$ cat src/rtl/csa_multibyte_sequencer_if.sv
// rtl/csa_multibyte_sequencer_if.sv - request/result bundle between the datapath and the byte-serial add/sub sequencer.
// The master is the requesting datapath. The slave is the sequencer.
interface csa_multibyte_sequencer_if #(
   parameter int NBYTES = 4
);
   localparam int W = 8 * NBYTES;

   logic         start;
   logic         sub;
   logic         cin;
   logic [W-1:0] a;
   logic [W-1:0] b;
   logic         busy;
   logic         done;
   logic [W-1:0] result;
   logic         cout;
   logic         overflow;

   modport master (
      output start, sub, cin, a, b,
      input  busy, done, result, cout, overflow
   );

   modport slave (
      input  start, sub, cin, a, b,
      output busy, done, result, cout, overflow
   );
endinterface

$ cat src/rtl/csa_multibyte_sequencer.sv
// rtl/csa_multibyte_sequencer.sv - multi-precision add/sub that reuses one 8-bit conditional-sum adder, LS byte first.
// Subtraction is performed as a + ~b + 1; the carry between bytes is held in a register.
module conditional_sum_adder (
   input  logic [7:0] x,
   input  logic [7:0] y,
   input  logic       cin,
   output logic       cout,
   output logic [7:0] correctSum
);
   logic [4:0] lo;
   logic [4:0] hi0;
   logic [4:0] hi1;

   // Both upper-nibble sums are precomputed; the low-nibble carry selects one of them.
   assign lo  = {1'b0, x[3:0]} + {1'b0, y[3:0]} + {4'b0000, cin};
   assign hi0 = {1'b0, x[7:4]} + {1'b0, y[7:4]};
   assign hi1 = hi0 + 5'd1;

   assign correctSum = {(lo[4] ? hi1[3:0] : hi0[3:0]), lo[3:0]};
   assign cout       = lo[4] ? hi1[4] : hi0[4];
endmodule

module csa_multibyte_sequencer #(
   parameter int NBYTES = 4
) (
   input logic                     clk,
   input logic                     rst,
   csa_multibyte_sequencer_if.slave bus
);
   localparam int W    = 8 * NBYTES;
   localparam int IDXW = (NBYTES > 1) ? $clog2(NBYTES) : 1;
   localparam logic [IDXW-1:0] LAST = IDXW'(NBYTES - 1);

   typedef enum logic [1:0] {IDLE, RUN, DONE} state_t;

   state_t         state;
   logic [IDXW-1:0] idx;
   logic            carry;
   logic [W-1:0]    a_reg;
   logic [W-1:0]    b_reg;
   logic [W-1:0]    result_q;
   logic            cout_q;
   logic            overflow_q;
   logic            busy_q;
   logic            done_q;

   logic [IDXW+2:0] base;
   logic [7:0]      x_byte;
   logic [7:0]      y_byte;
   logic [7:0]      sum_byte;
   logic            byte_cout;

   assign base   = {idx, 3'b000};
   assign x_byte = a_reg[base +: 8];
   assign y_byte = b_reg[base +: 8];

   conditional_sum_adder u_adder (
      .x          (x_byte),
      .y          (y_byte),
      .cin        (carry),
      .cout       (byte_cout),
      .correctSum (sum_byte)
   );

   always_ff @(posedge clk) begin
      if (rst) begin
         state      <= IDLE;
         idx        <= '0;
         carry      <= 1'b0;
         a_reg      <= '0;
         b_reg      <= '0;
         result_q   <= '0;
         cout_q     <= 1'b0;
         overflow_q <= 1'b0;
         busy_q     <= 1'b0;
         done_q     <= 1'b0;
      end else begin
         case (state)
            IDLE, DONE: begin
               done_q <= 1'b0;
               if (bus.start) begin
                  a_reg      <= bus.a;
                  b_reg      <= bus.sub ? ~bus.b : bus.b;
                  carry      <= bus.sub ? 1'b1 : bus.cin;
                  idx        <= '0;
                  result_q   <= '0;
                  cout_q     <= 1'b0;
                  overflow_q <= 1'b0;
                  busy_q     <= 1'b1;
                  state      <= RUN;
               end else begin
                  state <= IDLE;
               end
            end
            RUN: begin
               result_q[base +: 8] <= sum_byte;
               carry               <= byte_cout;
               if (idx == LAST) begin
                  // Signed overflow is judged on the top byte against the already-inverted b.
                  cout_q     <= byte_cout;
                  overflow_q <= (x_byte[7] == y_byte[7]) && (sum_byte[7] != x_byte[7]);
                  busy_q     <= 1'b0;
                  done_q     <= 1'b1;
                  state      <= DONE;
               end else begin
                  idx <= idx + 1'b1;
               end
            end
            default: begin
               busy_q <= 1'b0;
               done_q <= 1'b0;
               state  <= IDLE;
            end
         endcase
      end
   end

   assign bus.busy     = busy_q;
   assign bus.done     = done_q;
   assign bus.result   = result_q;
   assign bus.cout     = cout_q;
   assign bus.overflow = overflow_q;
endmodule

$ cat src/flat_wrapper.sv
// flat-port wrapper written by rule: the top's interface ports become plain ports
module csa_multibyte_sequencer_flat 
#(
   parameter int NBYTES = 4
)
  (clk, rst, bus_start, bus_sub, bus_cin, bus_a, bus_b, bus_busy, bus_done, bus_result, bus_cout, bus_overflow);
  csa_multibyte_sequencer_if #(.NBYTES(NBYTES)) bus_i ();
  input logic clk;
  input logic rst;
  input wire logic [$bits(bus_i.start)-1:0] bus_start;
  input wire logic [$bits(bus_i.sub)-1:0] bus_sub;
  input wire logic [$bits(bus_i.cin)-1:0] bus_cin;
  input wire logic [$bits(bus_i.a)-1:0] bus_a;
  input wire logic [$bits(bus_i.b)-1:0] bus_b;
  output wire logic [$bits(bus_i.busy)-1:0] bus_busy;
  output wire logic [$bits(bus_i.done)-1:0] bus_done;
  output wire logic [$bits(bus_i.result)-1:0] bus_result;
  output wire logic [$bits(bus_i.cout)-1:0] bus_cout;
  output wire logic [$bits(bus_i.overflow)-1:0] bus_overflow;
  assign bus_i.start = bus_start;
  assign bus_i.sub = bus_sub;
  assign bus_i.cin = bus_cin;
  assign bus_i.a = bus_a;
  assign bus_i.b = bus_b;
  assign bus_busy = bus_i.busy;
  assign bus_done = bus_i.done;
  assign bus_result = bus_i.result;
  assign bus_cout = bus_i.cout;
  assign bus_overflow = bus_i.overflow;
  csa_multibyte_sequencer #(.NBYTES(NBYTES)) u_core (.clk(clk), .rst(rst), .bus(bus_i));
endmodule
$ cat config.mk
export PLATFORM = sky130hd
export DESIGN_NAME = csa_multibyte_sequencer_flat
export DESIGN_NICKNAME = d
export VERILOG_FILES = /design/src/rtl/csa_multibyte_sequencer_if.sv /design/src/rtl/csa_multibyte_sequencer.sv /design/src/flat_wrapper.sv
export SDC_FILE = /design/constraint.sdc
export NUM_CORES = 1
export LEC_CHECK = 0
export ABC_CLOCK_PERIOD_IN_PS = 3460
export BUFFER_PORTS_ARGS = -buffer_cell sky130_fd_sc_hd__buf_4
export CAP_MARGIN = 0
export CELL_PAD_IN_SITES_DETAIL_PLACEMENT = 2
export CELL_PAD_IN_SITES_GLOBAL_PLACEMENT = 2
export CORE_MARGIN = 2
export CORE_UTILIZATION = 33
export DETAILED_ROUTE_END_ITERATION = 6
export GPL_TIMING_DRIVEN = 1
export PLACE_DENSITY_LB_ADDON = 0.3
export SYNTH_ARGS = -nofsm -noshare
export SYNTH_HDL_FRONTEND = slang
export SYNTH_SLANG_ARGS = --single-unit
$ cat constraint.sdc
create_clock -name clk -period 3.46 [get_ports clk]
set_input_delay 0.692 -clock clk [delete_from_list [all_inputs] [get_ports clk]]
set_output_delay 0.692 -clock clk [all_outputs]
set_load 0.02 [all_outputs]
Word level (Yosys, flattened, before mapping)

Index checks and enable logic that the tools add are counted.

Flip-flop bits (word level): 105
Bits of input ports: 69
Output and inout bits: 36
Logic and storage cells: 63

$add $sub $neg: 6
Equal/unequal tests: 8
Shifts and indexed selects: 4
Mux-type cells: 23
Bitwise operators: 2
Reduce and logical (&&, ||, !) cells: 10

Operator list:

| kind                                                  | count |
|---|---|
| 2-to-1 mux 32 bit                                     | 2 |
| case mux 32 bit (2 select lines)                      | 1 |
| variable part select 32 x 6 -> 8 bit                  | 2 |
| bitwise mux 32 bit                                    | 1 |
| NOT 32 bit                                            | 1 |
| variable shift 8 x 7 -> 32 bit (first input constant) | 1 |
| variable part select 8 x 7 -> 32 bit                  | 1 |
| adder 4 x 4 -> 5 bit                                  | 2 |
| 2-to-1 mux 1 bit                                      | 9 |
| case mux 1 bit (2 select lines)                       | 4 |
| case mux 2 bit (2 select lines)                       | 2 |
| negation 5 -> 7 bit                                   | 1 |
| 2-to-1 mux 2 bit                                      | 3 |
| AND reduction 2 bit                                   | 3 |
| AND reduction 3 bit                                   | 2 |
| adder 5 x 1 -> 5 bit                                  | 1 |
| adder 5 x 1 -> 5 bit (second input constant)          | 1 |
| equality test 2 bit (second input constant)           | 2 |
| 2-to-1 mux 4 bit                                      | 1 |
| != test 2 bit (second input constant)                 | 2 |
| OR reduction 2 bit                                    | 2 |
| adder 2 x 1 -> 2 bit (second input constant)          | 1 |
| equality test 2 x 1 -> 1 bit (second input constant)  | 1 |
| zero test 2 bit                                       | 1 |
| 6 further kinds                                       | 6 |

Depth between registers and ports, before layout

Word-level depth: 8
Mapped depth: 10
Gate-level depth less buffers: 9

Cells and area by module

Synthesis repeated with hierarchy kept, for this count alone.

Cell total of the unflattened synthesis: 554
Area total of the unflattened synthesis: 4,924.7 um^2

Modules (own cells, without submodules):

| module                  | times used | cells each | area each (um^2) | seq. area each (um^2) |
|---|---|---|---|---|
| csa_multibyte_sequencer | 1          | 507        | 4,540.6          | 2,102.0 |
| conditional_sum_adder   | 1          | 47         | 384.1            | 0.0 |

Least setup slack after synthesis

OpenSTA, ideal clock, no wires.

Path type: register to register
Start point: register u_core.idx[0]
End point: register u_core.overflow_q (netlist: u_core.bus.overflow)
Arrival time: 3,081 ps
Path slack: 261 ps
Stages on the path, launching flop included: 10
Buffers on the path: 2
Cell sequence: dfxtp_1 buf_4 buf_2 mux4_2 ha_1 fa_1 xor2_1 and4_4 xnor3_4 a32o_1

Word-level cells in the longest chain between the ends: 8
Elaborated cells between the ends (all ways): 15

Ends and longest elaborated chain:

| item                                                    | RTL line                                                     | RTL |
|---|---|---|
| start: declaration                                      | csa_multibyte_sequencer.sv:37                                | `logic [IDXW-1:0] idx;` |
| start signal: assignment                                | csa_multibyte_sequencer.sv:106                               | `idx <= idx + 1'b1;` |
| variable part select 32 x 6 -> 8 bit (on tied branches) | csa_multibyte_sequencer.sv:54, csa_multibyte_sequencer.sv:55 |  |
| adder 4 x 4 -> 5 bit (on tied branches)                 | csa_multibyte_sequencer.sv:16, csa_multibyte_sequencer.sv:15 |  |
| adder 5 x 1 -> 5 bit (on tied branches)                 | csa_multibyte_sequencer.sv:17, csa_multibyte_sequencer.sv:15 |  |
| 2-to-1 mux 4 bit                                        | csa_multibyte_sequencer.sv:19                                | `assign correctSum = {(lo[4] ? hi1[3:0] : hi0[3:0]), lo[3:0]};` |
| != test 1 bit                                           | csa_multibyte_sequencer.sv:101                               | `overflow_q <= (x_byte[7] == y_byte[7]) && (sum_byte[7] != x_byte[7]);` |
| logical AND 1 bit                                       | csa_multibyte_sequencer.sv:101                               |  |
| 2-to-1 mux 1 bit                                        | csa_multibyte_sequencer.sv:98                                | `if (idx == LAST) begin` |
| case mux 1 bit (2 select lines)                         | csa_multibyte_sequencer.sv:78                                | `case (state)` |
| end signal: assignment                                  | csa_multibyte_sequencer.sv:101                               |  |
| end: declaration                                        | csa_multibyte_sequencer.sv:43                                | `logic overflow_q;` |

Parallel ways exist; a longest one is shown, timed or not. The select of a mux whose other input is x is not followed.
A chain may end at the register's enable or synchronous reset.

Worst setup path in the final report

Ends and elaborated chain as after synthesis.

==> metrics.yaml <==
outcome: "complete, no violations"
hold_start: "u_core.a_reg[10]"
ff2ff_path_depth: 8
worst_path_largest_cell_delay_ns: 0.53
h-tree-depth: 3
worst-r2r-setup-slack_ns: 0.23
post_synth_edffs: 0
yosys_register_bits: 105
tritoncts_num_sinks: 105
synth-xor-area-share: 0.0806
power_report.internal_total_w: 0.00210
postLayoutCellArea_sq_mm: 0.00602
worstSetupPathType: "reg2reg"
dp_hpwl_um: 11100
crit_path_start_kind: "register"
timing.critical_path.arrival_ns: 3.47
route.detailed.wl_per_inst_um: 19.1
mappedNetlistArea_sq_mm: 0.00477
io-pin-count: 105
synthArstFlopShare: 0
number_of_global_route_vias_before_repair: 4452
hold_path.class: "reg2reg"
route.detailed.vias_per_inst: 5.22
grt_use_total: 0.204
setup_tns_ns: 0
antenna_cells_inserted: 0
p_total_w: 0.00288
timing.critical_path.fanout_max: 10
timing.hold.worst_path_depth: 2
timing.critical_path.cells: "buf_4 -> mux4_2 -> ha_1 -> fa_1 -> xor2_2 -> and4_4 -> xnor3_4 -> a32o_1"
chipHeight_um: 124
worstPathBufferInverterCount: 1
cts_made_buffers: 9
max_slew_headroom: 0.413
drc_violations_left: 0
synth_simple_gate_area_share: 0.144
ys.warnings.count: 0
worst_ep_required_time_ns: 3.70
fraction_of_power_spent_switching_nets: 0.270
combinationalPowerShare: 0.178
clock_period_minus_worst_slack_ns: 3.23
share_of_synthesized_cell_area_in_full_adder_half_adder_and_majority_cells: 0.0441
die_width_um: 124
effective_utilization_at_floorplan: 0.341
synth_cells: 507
finalCoreUtilization: 0.430
grt_util_met2: 0.370
postCtsSetupRepairBufs: 0
drt.antenna.violating_nets: 0
route.vias.total: 4048
yosysUniqueCellTypes: 44
synth-compound-area-share: 0.169
total_leakage_power_nw: 2.41
share_clk_of_total_power: 0.364
worst_r2r_endpoint: "u_core.bus.overflow"
cts-root-to-sink-buffers: 2
cts_tree: "built"
syn_area_per_cell_sq_um: 9.40
synth_ff_type: "sky130_fd_sc_hd__dfxtp_1"
final_cycle_share: 0.933
pwr_density_mw_per_mm2: 479
final-setup-viol-count: 0
globalRouteMet1Util: 0.245
power.sequential.fraction: 0.459
worst_path_max_delay_cell: "sky130_fd_sc_hd__mux4_2"
1st_iter_drt_viols: 157
fin_nets: 674
cp_top_family: "adder cells"
antenna_found_initial: 0
cts_root_buf: "sky130_fd_sc_hd__clkbuf_16"
final-hold-violation-count: 0
synthToLayoutAreaGrowth_pct: 26.2
clock.fmax_mhz: 310
grt.overflow.total: 0
slew_at_the_pin_closest_to_its_max_slew_limit_ns: 0.873
count_of_tritonroute_iterations_in_the_first_routing_pass: 4
place.gp.congestion: 0.753
max-vdd-ir-drop_mv: 0.240
rr_startpoint: "u_core.idx[0]"
port_buffers: 104
clock_pin_slew_worst_setup_and_hold_paths_ns: 0.07
design.core.area_sq_mm: 0.0140
synth_mux_area_frac: 0.0824
p_sw_w: 0.000778
unrepaired_setup_endpoints_after_global_routing: "no"
cts_hold_repair.buffers: 0
synth_seq_area_share: 0.441
critical_path.startpoint: "u_core.idx[0]"
clock-skew-final_ns: 0.00688
hold_end: "u_core.a_reg[10]"
busiest_layer: "met2"
postPlaceCellArea_sq_mm: 0.00569
critical_path.endpoint_type: "register"
main_combinational_cell_family_by_area_after_synthesis: "compound AO/OA/AOI/OAI gates"
row_count: 43
routed_wl_um: 14800
timing_max_transition_violations_final: 0
dieArea_sq_mm: 0.0154
routing_usage_on_met3: 0.0288
filler_cell_count: 1531
drv_cap: 0
largest_net_degree_at_the_start_of_global_routing: 100
drive_above_1_share: 0.261
clk-insertion-delay-late_ns: 0.35
grt_first_pass_wirelength_um: 23800
postSynthNetCount: 591
==> routing by layer <==
layer | up-vias | wire length (um)
met4 | 0 | 182
met3 | 12 | 546
met5 | - | 0
li1 | 1948 | -
met2 | 78 | 7830
met1 | 2010 | 6230
==> Yosys cell counts, drive strengths merged, types with 3 or more instances <==
| cell | instances | area share |
|---|---|---|
| o31ai | 4 | 0.0084 |
| dfxtp | 105 | 0.44 |
| fa | 3 | 0.013 |
| nand3 | 6 | 0.0063 |
| mux4 | 16 | 0.076 |
| clkbuf | 28 | 0.022 |
| and3 | 3 | 0.0039 |
| inv | 8 | 0.0063 |
| and4 | 3 | 0.0060 |
| nor2 | 71 | 0.056 |
| xnor2 | 36 | 0.066 |
| a22oi | 28 | 0.044 |
| buf | 11 | 0.011 |
| a211oi | 32 | 0.050 |
| nand2 | 65 | 0.051 |
| nor3 | 4 | 0.0042 |
| a21oi | 43 | 0.045 |
| ha | 12 | 0.031 |
==> layout make-up <==
cell class	instances	area (sq um)	share of cell area
multi-input cells	355	2500	0.416
flip-flops and latches	105	2100	0.349
repair buffers	111	846	0.141
clock buffers	15	308	0.0512
well taps	180	225	0.0374
inverters	8	30.0	0.00499
clock inverters	1	5.00	0.000832
==> power by group through the flow <==
stage	Sequential (W)	Clock [W]	Combinational, W
floorplan	0.00133	0	0.000321
global placement	0.00135	0	0.000486
detailed placement	0.00135	0	0.000515
CTS	0.00132	0.00108	0.000518
global route	0.00133	0.00112	0.000569
finish	0.00132	0.00105	0.000513
==> per-stage QoR <==
step           setup slack, ns  hold slack, ns  cells
3_5_place_dp             0.203           0.452    759
6_report                 0.232           0.460    775
5_1_grt                 0.0613           0.487    775
4_1_cts                  0.169           0.461    775
2_1_floorplan            0.261           0.433    507
3_3_place_gp             0.370           0.446    759
==> cell usage in the layout (no fill, tap or decap), types with 2 or more instances in the layout <==
cell type | netlist | layout
sky130_fd_sc_hd__a211oi_1 | 32 | 32
sky130_fd_sc_hd__a21o_1 | 2 | 2
sky130_fd_sc_hd__a21oi_1 | 43 | 43
sky130_fd_sc_hd__a22oi_1 | 28 | 28
sky130_fd_sc_hd__and2b_1 | 2 | 2
sky130_fd_sc_hd__and3_1 | 3 | 3
sky130_fd_sc_hd__and4_1 | 2 | 2
sky130_fd_sc_hd__buf_4 | 1 | 110
sky130_fd_sc_hd__clkbuf_16 | 0 | 9
sky130_fd_sc_hd__clkbuf_8 | 0 | 6
sky130_fd_sc_hd__dfxtp_1 | 105 | 105
sky130_fd_sc_hd__fa_1 | 3 | 3
sky130_fd_sc_hd__ha_1 | 12 | 12
sky130_fd_sc_hd__inv_1 | 8 | 8
sky130_fd_sc_hd__mux2_2 | 2 | 2
sky130_fd_sc_hd__mux4_2 | 16 | 16
sky130_fd_sc_hd__nand2_1 | 65 | 65
sky130_fd_sc_hd__nand3_1 | 6 | 6
sky130_fd_sc_hd__nand4_1 | 2 | 2
sky130_fd_sc_hd__nor2_1 | 71 | 71
sky130_fd_sc_hd__nor3_1 | 4 | 4
sky130_fd_sc_hd__nor3b_1 | 2 | 2
sky130_fd_sc_hd__o21ai_0 | 2 | 2
sky130_fd_sc_hd__o31ai_1 | 2 | 2
sky130_fd_sc_hd__o31ai_2 | 2 | 2
sky130_fd_sc_hd__xnor2_1 | 36 | 35
==> kinds of logic after synthesis <==
logic type                 after synthesis
AOI/OAI and AO/OA                      118
xor gates and xnor gates                40
adders and majority gates               15
buffers and inverters                   47
DFF                                    105
muxes                                   19
and+or+nand+nor                        163
==> repair_timing <==
action / CTS / global route
setup endpoints to repair: 0 / 4
hold endpoints to repair: 0 / 0
gates resized for setup: 0 / 2
==> worst register-to-register path: stages, from the launching register on <==
cell and delay (ns):
sky130_fd_sc_hd__dfxtp_1 0.42, sky130_fd_sc_hd__buf_4 0.26, sky130_fd_sc_hd__mux4_2 0.54, sky130_fd_sc_hd__ha_1 0.27
sky130_fd_sc_hd__fa_1 0.45, sky130_fd_sc_hd__xor2_2 0.29, sky130_fd_sc_hd__and4_4 0.28, sky130_fd_sc_hd__xnor3_4 0.38
sky130_fd_sc_hd__a32o_1 0.23
==> worst max-delay path by stage <==
stage	end	slack [ns]	cells past startpoint
after floorplan	u_core.bus.overflow	0.26	9
after global routing	u_core.bus.overflow	0.06	8
after global placement	u_core.bus.overflow	0.37	8
after detailed placement	u_core.bus.overflow	0.20	8
after CTS	u_core.bus.result[22]	0.17	9
final	u_core.bus.overflow	0.23	8
(Power assumes the default switching activity.)
